--- src/rtl/proc_pkg.sv ---
// rtl/proc_pkg.sv - shared FSM state encoding and engine status constants
package proc_pkg;

    typedef logic [2:0] state_t;

    localparam logic [2:0] ST_IDLE  = 3'd0;
    localparam logic [2:0] ST_START = 3'd1;
    localparam logic [2:0] ST_RUN   = 3'd2;
    localparam logic [2:0] ST_STOP  = 3'd3;
    localparam logic [2:0] ST_DRAIN = 3'd4;

    localparam logic [1:0] ENG_IDLE = 2'b00;

    function automatic logic eng_is_idle(input logic [1:0] st);
        return st == ENG_IDLE;
    endfunction

endpackage

--- src/rtl/rr_arb2.sv ---
// rtl/rr_arb2.sv - two-requester round-robin arbiter with one-hot grant
module rr_arb2 (
    input  logic       clk,
    input  logic       rst_n,
    input  logic [1:0] req_i,
    input  logic       adv_i,
    output logic [1:0] gnt_o
);

    // Index of the requester granted most recently; reset value lets req[0] win a tie.
    logic last_q, last_d;

    always_comb begin
        gnt_o = 2'b00;
        case (req_i)
            2'b01:   gnt_o = 2'b01;
            2'b10:   gnt_o = 2'b10;
            2'b11:   gnt_o = last_q ? 2'b01 : 2'b10;
            default: gnt_o = 2'b00;
        endcase
        last_d = last_q;
        if (adv_i && (gnt_o != 2'b00)) begin
            last_d = gnt_o[1];
        end
    end

    always_ff @(posedge clk or negedge rst_n) begin
        if (!rst_n) begin
            last_q <= 1'b1;
        end else begin
            last_q <= last_d;
        end
    end

endmodule

--- src/rtl/proc_seq_ctrl.sv ---
// rtl/proc_seq_ctrl.sv - arbitrated run sequencer driving engine start/stop and per-run done pulses
module proc_seq_ctrl
    import proc_pkg::*;
#(
    parameter int LEN_W = 16
) (
    input  logic             clk,
    input  logic             reset,
    input  logic [1:0]       req,
    input  logic [1:0]       req_mode,
    input  logic [LEN_W-1:0] run_len,
    input  logic [1:0]       eng_state,
    output logic [1:0]       gnt,
    output logic             eng_start,
    output logic             eng_stop,
    output logic             eng_mode,
    output logic [1:0]       done,
    output logic             busy
);

    localparam logic [LEN_W-1:0] LEN_ONE = LEN_W'(1);

    state_t           state_q, state_d;
    logic [1:0]       gnt_q, gnt_d;
    logic             start_q, start_d;
    logic             stop_q, stop_d;
    logic             mode_q, mode_d;
    logic [1:0]       done_q, done_d;
    logic             busy_q, busy_d;
    logic [LEN_W-1:0] cnt_q, cnt_d;
    logic [LEN_W-1:0] len_q, len_d;

    logic [1:0] arb_gnt;
    logic       arb_adv;
    logic       owner_req;
    logic       run_end;

    assign arb_adv   = (state_q == ST_IDLE) && (req != 2'b00) && eng_is_idle(eng_state);
    assign owner_req = req[gnt_q[1]];
    assign run_end   = (cnt_q == len_q - LEN_ONE);

    rr_arb2 u_arb (
        .clk   (clk),
        .rst_n (reset),
        .req_i (req),
        .adv_i (arb_adv),
        .gnt_o (arb_gnt)
    );

    always_comb begin
        state_d = state_q;
        gnt_d   = gnt_q;
        mode_d  = mode_q;
        len_d   = len_q;
        cnt_d   = cnt_q;
        start_d = 1'b0;
        stop_d  = 1'b0;

        case (state_q)
            ST_IDLE: begin
                if (arb_adv) begin
                    state_d = ST_START;
                    gnt_d   = arb_gnt;
                    mode_d  = req_mode[arb_gnt[1]];
                    len_d   = (run_len == '0) ? LEN_ONE : run_len;
                    cnt_d   = '0;
                    start_d = 1'b1;
                end
            end
            ST_START: begin
                state_d = ST_RUN;
                cnt_d   = '0;
            end
            ST_RUN: begin
                if (run_end) begin
                    if (mode_q && owner_req) begin
                        cnt_d = '0;
                    end else begin
                        state_d = ST_STOP;
                        stop_d  = 1'b1;
                    end
                end else begin
                    cnt_d = cnt_q + LEN_ONE;
                end
            end
            ST_STOP: begin
                state_d = ST_DRAIN;
                cnt_d   = '0;
            end
            ST_DRAIN: begin
                if (eng_is_idle(eng_state)) begin
                    state_d = ST_IDLE;
                    gnt_d   = 2'b00;
                    mode_d  = 1'b0;
                end
            end
            default: begin
                state_d = ST_IDLE;
                gnt_d   = 2'b00;
                mode_d  = 1'b0;
                cnt_d   = '0;
            end
        endcase

        // Done is registered, so it is raised on the edge that enters the last count of a run.
        done_d = ((state_d == ST_RUN) && (cnt_d == len_d - LEN_ONE)) ? gnt_q : 2'b00;
        busy_d = (state_d != ST_IDLE);
    end

    always_ff @(posedge clk or negedge reset) begin
        if (!reset) begin
            state_q <= ST_IDLE;
            gnt_q   <= 2'b00;
            start_q <= 1'b0;
            stop_q  <= 1'b0;
            mode_q  <= 1'b0;
            done_q  <= 2'b00;
            busy_q  <= 1'b0;
            cnt_q   <= '0;
            len_q   <= LEN_ONE;
        end else begin
            state_q <= state_d;
            gnt_q   <= gnt_d;
            start_q <= start_d;
            stop_q  <= stop_d;
            mode_q  <= mode_d;
            done_q  <= done_d;
            busy_q  <= busy_d;
            cnt_q   <= cnt_d;
            len_q   <= len_d;
        end
    end

    assign gnt       = gnt_q;
    assign eng_start = start_q;
    assign eng_stop  = stop_q;
    assign eng_mode  = mode_q;
    assign done      = done_q;
    assign busy      = busy_q;

endmodule

--- config.mk ---
export PLATFORM = sky130hd
export DESIGN_NAME = proc_seq_ctrl
export DESIGN_NICKNAME = d
export VERILOG_FILES = /design/src/rtl/proc_pkg.sv /design/src/rtl/rr_arb2.sv /design/src/rtl/proc_seq_ctrl.sv
export SDC_FILE = /design/constraint.sdc
export NUM_CORES = 1
export LEC_CHECK = 0
export ABC_AREA = 1
export CAP_MARGIN = 20
export CORE_UTILIZATION = 30
export CTS_CLUSTER_DIAMETER = 120
export DETAILED_ROUTE_END_ITERATION = 12
export HOLD_SLACK_MARGIN = 0.15
export SLEW_MARGIN = 15
export SYNTH_ARGS = -nofsm -noshare
export SYNTH_HDL_FRONTEND = slang
export SYNTH_SLANG_ARGS = --single-unit
--- constraint.sdc ---
create_clock -name clk -period 3.3 [get_ports clk]
set_clock_uncertainty 0.05 [all_clocks]
set_input_delay 0.825 -clock clk [delete_from_list [all_inputs] [get_ports clk]]
set_output_delay 0.825 -clock clk [all_outputs]
set_load 0.01 [all_outputs]
# == Word level (Yosys, flattened, before mapping) ==
# Index checks and enable logic that the tools add are counted.
# op_classes
n_eq_ne,12
n_reduce_logical,13
add_sub_neg,3
bitwise,1
order_cmp,2
muxes,30
# ops
operator,count
two-way mux 16 bit,6
one-hot mux 16 bit (3 select lines),1
== test 16 bit,2
"subtractor 16 x 1 -> 16 bit, second input constant",2
"adder 16 x 1 -> 16 bit, second input constant",1
logical NOT 16 bit,1
one-hot mux 3 bit (5 select lines),1
two-way mux 3 bit,4
one-hot mux 2 bit (3 select lines),2
two-way mux 1 bit,11
"== test 3 x 2 -> 1 bit, second input constant",3
two-way mux 2 bit,4
logical AND 1 bit,5
"== test 2 bit, second input constant",2
"less-than comparator 1 x 2 -> 1 bit, second input constant",2
nonzero test 2 bit,2
"== test 3 x 1 -> 1 bit, second input constant",1
"== test 3 bit, second input constant",1
logical NOT 3 bit,1
one-hot mux 1 bit (3 select lines),1
AND reduction 3 bit,1
nonzero test 3 bit,1
OR reduction 3 bit,1
"== test 2 x 1 -> 1 bit, second input constant",1
other kinds (4),4
# word_totals
output_inout_bits,8
in_bits,24
wordCells,71
reg_bits,44

# == Logic depth before layout (Yosys ltp) ==
# Gate-level depths: netlist (run 1).
# depth
word_depth,9
ltp_mapped,23
ltp_nobuf,22

# == Hierarchy ==
# A second synthesis (run 1) with hierarchy kept.
# hier_totals
hier_cells,631
area_unflattened_um2,3912.5
# by_module_without_submodules
mod,area_each_um2,cells_each,n_inst,seq_area_each_um2
proc_seq_ctrl,3846.2,622,1,1077.3
rr_arb2,66.3,9,1,26.3

# == Worst setup path before layout (run 1) ==
# No wires, ideal clock.
# synth_timing
path_type,in2reg
start,input eng_state[0]
end,register done_q[1] (netlist: done[1])
path_slack_ns,0.379
setup_ns,0.071
required_ns,3.179
arrival_ns,2.800
path_stages,18
n_path_buf,1
cell_sequence,inv_1 > nand2_1 > nor2_1 > nand2_1 > buf_2 > inv_1 > nand3_1 > nand2_1 > ha_1 > inv_1 > nor3_1 > nand2_1 > xor2_1 > xor2_2 > nand3_1 > nor2_1 > nand2_1 > nor2_1
# synth_between
elab_chain_cells,8
word_cells_on_any_way,14
cone_classes,1 x add/sub; 2 x eq/ne; 8 x mux; 3 x reduce/logical
# synth_lines
element,line_no,rtl
"start, declared",proc_seq_ctrl.sv:12,"input logic [1:0] eng_state,"
logical NOT 2 bit (*),proc_pkg.sv:15,return st == ENG_IDLE;
logical AND 1 bit,proc_seq_ctrl.sv:38,assign arb_adv = (state_q == ST_IDLE) && (req != 2'b00) && eng_is_idle(eng_state);
two-way mux 16 bit,proc_seq_ctrl.sv:61,if (arb_adv) begin
two-way mux 16 bit,proc_seq_ctrl.sv:59,case (state_q)
subtractor 16 x 1 -> 16 bit,proc_seq_ctrl.sv:106,done_d = ((state_d == ST_RUN) && (cnt_d == len_d - LEN_ONE)) ? gnt_q : 2'b00;
== test 16 bit,proc_seq_ctrl.sv:106,
logical AND 1 bit (*),proc_seq_ctrl.sv:106,
two-way mux 2 bit (*),proc_seq_ctrl.sv:106,
named net done_d[1],proc_seq_ctrl.sv:28,"logic [1:0] done_q, done_d;"
"end signal, assigned",proc_seq_ctrl.sv:127,done_q <= done_d;
"end, declared",proc_seq_ctrl.sv:28,
# The timed path passes the listed nets; every way through them passes the cells marked *.
# A chain may end at the register's enable or synchronous reset.

# == Worst setup path in the final report (run 1) ==
# layout_timing
start,input eng_state[1]
end,register done_q[0] (netlist: done[0])
# layout_between
elab_chain_cells,8
word_cells_on_any_way,14
cone_classes,1 x add/sub; 2 x eq/ne; 8 x mux; 3 x reduce/logical
# layout_lines
element,line_no,rtl
logical NOT 2 bit,proc_pkg.sv:15,
logical AND 1 bit,proc_seq_ctrl.sv:38,
two-way mux 16 bit,proc_seq_ctrl.sv:61,
two-way mux 16 bit,proc_seq_ctrl.sv:59,
named net len_d[3],proc_seq_ctrl.sv:31,"logic [LEN_W-1:0] len_q, len_d;"
subtractor 16 x 1 -> 16 bit,proc_seq_ctrl.sv:106,
== test 16 bit,proc_seq_ctrl.sv:106,
logical AND 1 bit,proc_seq_ctrl.sv:106,
two-way mux 2 bit,proc_seq_ctrl.sv:106,
named net done_d[0],proc_seq_ctrl.sv:28,
# The timed path passes the listed nets, and every way through them passes these cells.

==> impl_metrics.json, run 1 <==
{
  "outcome": "finished, final reports clean",
  "dpl_cell_area_um2": 4930,
  "yosys_warnings": 0,
  "hold_viol": 0,
  "crit_top_cell": "nand2_1",
  "worst_pin_slew_ns": 0.500,
  "vias": 4118,
  "path_max_fanout": 7,
  "relSlewSlack": 0.663,
  "finalMaxSlewViolations": 0,
  "nNetsFinal": 741,
  "viasPerCell": 4.64,
  "ys_seq_elements": 44,
  "startpoint_type": "input pin",
  "syn-num-nets": 648,
  "critPathBufInv": 4,
  "endpoint_kind": "flop",
  "clock-sinks": 44,
  "drt_wl_total_um": 12300,
  "syn2layout_area_growth_pct": 38.3,
  "cp_data_required_time_ns": 3.47,
  "wl_per_cell_um": 13.8,
  "utilization": 0.432,
  "path_class": "in -> reg",
  "path_delay_family": "simple AND/OR/NAND/NOR gates",
  "fillCellCount": 1280,
  "diodes": 0,
  "grt_overflow_total": 0,
  "place_congestion": 0.908,
  "crit_chain": "clkdlybuf4s50_1 -> inv_1 -> nand2_2 -> nor2_4 -> nand2_4 -> clkbuf_16 -> nand2_1 -> o21ai_2 -> nor2_1 -> nand2_1 -> nor2_4 -> nand2_1 -> xor2_1 -> buf_4 -> nand2_1 -> nand2_1 -> nor2_1 -> nand2_1 -> nor2_2 -> nand2_1 -> nor2_1",
  "first_pass_iters": 5,
  "cts_tree": "built",
  "p_per_area_nw_per_um2": 856,
  "fmax_mhz": 321,
  "drv_cap": 0,
  "hold_path.class": "in -> async",
  "cpPeakStageDelay_ns": 0.39,
  "grt_pass1_wl_um": 18900,
  "final_cell_area_um2": 5520,
  "grt_max_degree": 31,
  "peakVddDrop_uv": 495,
  "insertion_delay_ns": 0.29,
  "die_h_um": 117,
  "die_area_um2": 13800,
  "portBuffers": 31,
  "initial_core_util": 0.312,
  "slowest_stage": "clkdlybuf4s50_1",
  "cts_made_buffers": 5,
  "whs_ns": 0.395,
  "drive_above_1_share": 0.263,
  "grt_usage": 0.174,
  "seq_area_frac_synth": 0.277,
  "drtIter0Drc": 166,
  "min_period_ns": 3.12,
  "antenna_found_initial": 0,
  "synth_cells": 621,
  "h-tree-depth": 2,
  "core_um2": 12800,
  "p_leak_uw": 0.00274,
  "grt_pass1_vias": 3732,
  "ios": 32,
  "finalSetupViolCount": 0,
  "dpl.hpwl_um": 9420,
  "tns_ns": 0,
  "die_x_um": 117,
  "rows": 41,
  "synth-main-ff-cell": "dfrtp_1",
  "cts_root_buf": "clkbuf_16",
  "synthArstFlopShare": 1.00,
  "yosysUniqueCellTypes": 42,
  "syn_area_per_cell_um2": 6.42,
  "fin_crit_sh": 0.944,
  "drtAntennaViolNets": 0,
  "hold_buffers": 0,
  "ctsLongestPathBuffers": 2,
  "synth_edf_count": 0,
  "route.detailed.drc": 0,
  "cp.arrival_ns": 3.29,
  "synthesis.area_um2": 3990,
  "path_clk_slew_ns": 0.07
}
## worst register-to-register path, delay by kind of cell, from the launching register on
kind	cells	cell delay [ns]
adder cells (fa/ha/maj)	1	0.35
buffers and inverters	4	0.48
flip-flops	1	0.54
AND/OR/NAND/NOR	14	1.55
## final timing paths
check	from	to	slack, ns	cells past startpoint
max in group asynchronous	reset	u_arb.last_q	2.03	2
max reg2reg	len_q[0]	done[0]	0.28	19
min	reset	cnt_q[0]	0.40	1
min in group clk	u_arb.last_q	u_arb.last_q	0.42	2
min reg2reg	u_arb.last_q	u_arb.last_q	0.42	2
max	eng_state[1]	done[0]	0.18	21
## metrics by stage
step | instances | worst slack, ns | power [uW]
after floorplan | 621 | 0.379 | 2680
after CTS | 883 | 0.0266 | 4340
after global routing | 887 | -0.0854 | 5080
after detailed placement | 875 | -0.265 | 3680
final | 887 | 0.183 | 4720
after global placement | 875 | -0.235 | 3680
## kinds of logic after synthesis
kind of cell | Yosys count | share of synthesized area
simple gates | 405 | 0.468
xor+xnor | 40 | 0.0897
buf+inv | 96 | 0.104
flops | 44 | 0.277
fa+ha+maj | 3 | 0.00941
compound gates | 33 | 0.0518
## layout by cell type, fill, tap and decap left out, drive strengths merged, types with 3 or more instances in the layout
cell type      count
buf               70
clkbuf             9
clkdlybuf4s50     30
dfrtp             42
ha                 3
inv               78
nand2            227
nand3             71
nand3b             4
nand4             13
nor2              80
nor3               6
o21ai             22
xnor2             17
xor2              23
## state kept, by name, indices dropped and copies added (netlist names)
register,flops
busy,1
cnt_q,16
done,2
eng_mode,1
eng_start,1
eng_stop,1
gnt,2
len_q,16
state_q,3
u_arb.last_q,1
## routing by layer
metal	up-vias	wire length, um	part of all wire	track usage
met5	-	0	0	0
met4	0	316	0.026	0.0601
li1	2121	-	-	-
met2	113	5590	0.46	0.276
met3	22	598	0.049	0.0248
met1	1862	5750	0.47	0.240
## cells in the mapped netlist, types with 2 or more instances
library cell,count,area share
ha_1,3,0.0094
xnor2_1,17,0.037
xor2_1,22,0.048
inv_2,4,0.0038
inv_1,74,0.070
dfstp_2,2,0.013
a21oi_1,2,0.0025
nand3_2,6,0.015
o21ai_1,12,0.015
o22ai_1,2,0.0031
buf_6,5,0.014
o21ai_2,5,0.011
buf_2,5,0.0063
nor3_1,5,0.0063
nor2_1,65,0.061
nand3b_1,4,0.0075
dfrtp_1,42,0.26
nand2_4,3,0.0085
nor2_8,2,0.010
nand2_2,20,0.031
nand2_1,204,0.19
nor2_2,9,0.014
o21ai_0,5,0.0063
clkbuf_1,4,0.0038
nor2_4,4,0.011
nand4_1,13,0.020
nand3_1,65,0.082
buf_4,3,0.0056
## power breakdown
| part | internal, uW | switching (uW) | leakage [uW] | total (uW) |
|---|---|---|---|---|
| clock | 435 | 217 | 0.0000911 | 652 |
| sequential | 709 | 283 | 0.000575 | 992 |
| combinational | 1290 | 1780 | 0.00208 | 3080 |
## layout make-up
| cell class | count | area (um2) | area share |
|---|---|---|---|
| clock buffers | 6 | 129 | 0.0234 |
| clock inverters | 2 | 60.1 | 0.0109 |
| inverters | 79 | 297 | 0.0538 |
| multi-input cells | 481 | 2760 | 0.501 |
| flip-flops and latches | 44 | 1100 | 0.200 |
| well taps | 172 | 215 | 0.0390 |
| repair buffers | 103 | 951 | 0.172 |
## timing repair
item	CTS	global route
endpoints found under the setup margin	0	2
gates resized for setup	0	76
hold endpoints to repair	0	0
setup buffers	0	2
(Power assumes the default switching activity.)
==> run 2: changes to the inputs <==
CAP_MARGIN = not set   (was 20)
MAX_ROUTING_LAYER = met4   (was not set)
==> impl_metrics.json, run 2 (synthesis results as in run 1) <==
{
  "drtAntennaViolNets": 0,
  "die_h_um": 117,
  "ios": 32,
  "mostFrequentLayoutCell": "nand2_1",
  "place_congestion": 0.924,
  "cts_root_buf": "clkbuf_16",
  "peakVddDrop_uv": 496,
  "final_cell_mix": "nand2_1 (189), inv_1 (73), nand3_1 (63), buf_4 (62), nor2_1 (51)",
  "reg2reg_depth": 19,
  "hold_buffers": 0,
  "dpl_cell_area_um2": 4930,
  "hold_path.class": "in -> async",
  "grt_overflow_total": 0,
  "grt_pass1_wl_um": 18900,
  "drtIter0Drc": 194,
  "cts_tree": "built",
  "r2r_slack_ns": 0.26,
  "worst_pin_slew_ns": 0.517,
  "path_class": "in -> reg",
  "diodes": 0,
  "syn2layout_area_growth_pct": 38.3,
  "cp.arrival_ns": 3.28,
  "drv_cap": 0,
  "antenna_found_initial": 0,
  "h-tree-depth": 2,
  "p_per_area_nw_per_um2": 855,
  "initial_core_util": 0.312,
  "path_clk_slew_ns": 0.07,
  "drt_wl_total_um": 12200,
  "grt_usage": 0.178,
  "rows": 41,
  "first_pass_iters": 5,
  "fin_crit_sh": 0.944,
  "ctsLongestPathBuffers": 2,
  "portBuffers": 31,
  "fmax_mhz": 321,
  "vias": 4121,
  "relSlewSlack": 0.652,
  "finalSetupViolCount": 0,
  "drive_above_1_share": 0.263,
  "hold_viol": 0,
  "utilization": 0.432,
  "worst_slack_ns": 0.184,
  "cts_made_buffers": 5,
  "die_x_um": 117,
  "die_area_um2": 13800,
  "place_ws_ns": -0.265,
  "clock-sinks": 44,
  "core_um2": 12800,
  "cp_data_required_time_ns": 3.47,
  "endpoint_kind": "flop",
  "reg_top3": "cnt_q (16), len_q (16), state_q (3)",
  "viasPerCell": 4.65,
  "insertion_delay_ns": 0.29,
  "grt_max_degree": 31,
  "finalMaxSlewViolations": 0,
  "dpl.hpwl_um": 9420,
  "startpoint_type": "input pin",
  "p_leak_uw": 0.00274,
  "min_period_ns": 3.12,
  "route.detailed.drc": 0,
  "final_cell_area_um2": 5520,
  "whs_ns": 0.398,
  "nNetsFinal": 741,
  "path_max_fanout": 7,
  "outcome": "finished, final reports clean",
  "grt_pass1_vias": 3747,
  "wl_per_cell_um": 13.8
}
-- run 2: cell counts in the layout (fill, tap and decap cells not counted) --
Identical to the previous run, type by type.
-- run 2: repair_timing --
item	in CTS	in global routing
setup buffers	0	2
setup endpoints to repair	0	2
gates resized for setup	0	76
-- run 2: routing by layer --
metal	track usage	part of all wire	vias up
met3	0.0190	0.045	23
li1	-	-	2125
met5	-	0	-
met4	0.0649	0.028	0
met2	0.276	0.45	112
met1	0.240	0.47	1861
-- run 2: layout make-up --
class	count	area (um2)
Fill cell	1280	7260
Sequential cell	44	1100
Tap cell	172	215
Timing Repair Buffer	103	951
Clock buffer	6	129
Clock inverter	2	60.1
Inverter	79	297
Multi-Input combinational cell	481	2760
-- run 2: power breakdown --
group	switching (uW)	total, uW	internal [uW]
sequential	283	992	709
combinational	1780	3080	1290
clock	214	648	434
-- run 2: worst paths after layout --
| check | to | from |
|---|---|---|
| min in group clk | u_arb.last_q | u_arb.last_q |
| max in group asynchronous | u_arb.last_q | reset |
| worst min-delay path | cnt_q[0] | reset |
| worst max-delay path | done[0] | eng_state[1] |
| worst max register to register | done[0] | len_q[0] |
| worst min register to register | u_arb.last_q | u_arb.last_q |
-- run 2: through the flow --
stage / instances / total power (uW) / setup TNS (ns)
2_1_floorplan: 621 / 2680 / 0
3_3_place_gp: 875 / 3680 / -0.466
3_5_place_dp: 875 / 3680 / -0.518
4_1_cts: 883 / 4340 / 0
5_1_grt: 887 / 5080 / -0.130
6_report: 887 / 4720 / 0
-- run 2: worst max-delay path, stage by stage --
cell	delay, ns
clkdlybuf4s50_1	0.39
inv_1	0.06
nand2_2	0.07
nor2_4	0.13
nand2_4	0.10
buf_12	0.16
buf_6	0.14
nand2_4	0.07
o21ai_4	0.08
nor2_4	0.15
nand2_1	0.08
nor2_2	0.11
nand2_1	0.07
nand2_2	0.11
xor2_4	0.20
o21ai_1	0.08
nor2_1	0.10
nand2_1	0.08
nor2_1	0.10
nand2_1	0.08
nor2_1	0.10
==> run 3: changes to the inputs <==
clock period = 2.7 ns   (was 3.3 ns; I/O delays follow)
==> impl_metrics.json, run 3 (synthesis results as in run 1) <==
{
  "grt_overflow_total": 0,
  "peakVddDrop_uv": 737,
  "finalMaxSlewViolations": 0,
  "r2r_slack_ns": -0.0001,
  "dpl.hpwl_um": 9800,
  "cp.arrival_ns": 2.87,
  "vias": 4369,
  "grt_pass1_wl_um": 21000,
  "worst_slack_ns": -0.000120,
  "cp_data_required_time_ns": 2.87,
  "drtAntennaViolNets": 0,
  "power.switching_uw": 2890,
  "outcome": "finished, violations left",
  "p_int_uw": 3190,
  "first_pass_iters": 5,
  "finalSetupViolCount": 1,
  "viasPerCell": 4.68,
  "cts_tree": "built",
  "drtIter0Drc": 245,
  "path_max_fanout": 5,
  "die_h_um": 117,
  "fmax_mhz": 370,
  "seqCellArea_um2": 1110,
  "final_cell_mix": "nand2_1 (192), buf_4 (103), inv_1 (71), nor2_1 (54), nand3_1 (52)",
  "rows": 41,
  "syn2layout_area_growth_pct": 47.4,
  "ctsLongestPathBuffers": 2,
  "initial_core_util": 0.312,
  "insertion_delay_ns": 0.29,
  "fin_crit_sh": 1.00,
  "cts_made_buffers": 5,
  "hold_viol": 0,
  "violations": "negative setup slack",
  "drive_above_1_share": 0.329,
  "core_um2": 12800,
  "r2r_start": "len_q[1]",
  "cts_root_buf": "clkbuf_16",
  "p_per_area_nw_per_um2": 1030,
  "mostFrequentLayoutCell": "nand2_1",
  "grt_pass1_vias": 4236,
  "hold_buffers": 0,
  "min_period_ns": 2.70,
  "h-tree-depth": 2,
  "antenna_found_initial": 0,
  "drt_wl_total_um": 12900,
  "worst_pin_slew_ns": 0.586,
  "grt_max_degree": 25,
  "relSlewSlack": 0.610,
  "ios": 32,
  "route.detailed.drc": 0,
  "nNetsFinal": 788,
  "multi_input_area_um2": 2810,
  "wl_per_cell_um": 13.8,
  "worst_r2r_endpoint": "done[1]",
  "p_leak_uw": 0.00297,
  "p_clk_frac": 0.103,
  "fillCellCount": 1309,
  "power_frac_seq": 0.192,
  "diodes": 0,
  "hold_path.class": "in -> async",
  "die_area_um2": 13800,
  "clock-sinks": 44,
  "path_clk_slew_ns": 0.06,
  "startpoint_type": "flop",
  "path_class": "reg -> reg",
  "endpoint_kind": "flop",
  "portBuffers": 31,
  "utilization": 0.460,
  "reg2reg_depth": 22,
  "place_congestion": 0.928,
  "place_ws_ns": -0.637,
  "rsz0062_at_grt": "yes",
  "grt_usage": 0.198,
  "die_x_um": 117,
  "p_sw_frac": 0.475,
  "p_comb_frac": 0.705,
  "drv_cap": 0,
  "reg_top3": "cnt_q (16), len_q (16), state_q (3)"
}
[run 3: worst max-delay path by stage]
stage	from	endpoint	slack [ns]	depth (start not counted)
floorplan	eng_state[0]	done[1]	0.01	18
global placement	req[0]	done[1]	-0.58	20
detailed placement	req[0]	done[0]	-0.64	19
CTS	len_q[1]	done[1]	0.004	22
global route	state_q[0]	done[1]	-0.31	21
finish	len_q[1]	done[1]	-0.0001	22
[run 3: critical path, stage by stage, from the launching register on]
cell and delay, ns:
dfrtp_2 0.45, buf_6 0.13, nor2_4 0.16, nand2_8 0.10, nor2_8 0.18, nand2_4 0.06, nand2_2 0.06, nand2_2 0.05
nor2_2 0.09, nand2_2 0.07, nor2_4 0.13, buf_12 0.15, buf_8 0.12, nand3_1 0.09, nand3_2 0.11, nand2_1 0.07
nand2_1 0.07, nand2_1 0.05, nor2_1 0.11, nand2_1 0.06, nor2_1 0.08, nand2_1 0.08, nor2_1 0.10
[run 3: cell type report]
cell class / count / share of cell area
multi-input combinational: 483 / 0.479
timing repair buffer: 148 / 0.220
sequential: 44 / 0.189
inverter: 79 / 0.0504
tap: 172 / 0.0366
clock buffer: 6 / 0.0236
clock inverter: 2 / 0.00170
[run 3: per-layer routing]
metal | vias to the layer above | track usage | wire [um]
met5 | - | - | 0
met4 | 0 | 0.0544 | 277
met3 | 24 | 0.0282 | 647
met1 | 1994 | 0.259 | 5970
met2 | 122 | 0.317 | 5970
li1 | 2229 | - | -
[run 3: what timing repair did]
action                     4_1_cts  5_1_grt
hold endpoints to repair         0        0
setup endpoints to repair        2        2
cloned                           6        0
resized for setup               68       31
pin swaps                       40       25
buffers inserted                 8        2
[run 3: stage by stage]
| step | hold WS (ns) | std cells | total power (uW) | cell area [um2] | setup TNS, ns |
|---|---|---|---|---|---|
| after global placement | 0.407 | 910 | 4800 | 5210 | -1.16 |
| after detailed placement | 0.409 | 910 | 4820 | 5210 | -1.27 |
| final | 0.331 | 934 | 6080 | 5880 | -0.000120 |
| after floorplan | 0.329 | 621 | 3290 | 4000 | 0 |
| after global routing | 0.373 | 934 | 6560 | 5880 | -0.607 |
| after CTS | 0.358 | 932 | 5910 | 5780 | 0 |
[run 3: power by group through the flow]
stage	Sequential, uW	Combinational (uW)	Clock, uW
2_1_floorplan	1070	2220	0
3_3_place_gp	1150	3650	0
3_5_place_dp	1150	3670	0
4_1_cts	1150	4120	634
5_1_grt	1180	4720	655
6_report	1170	4290	624
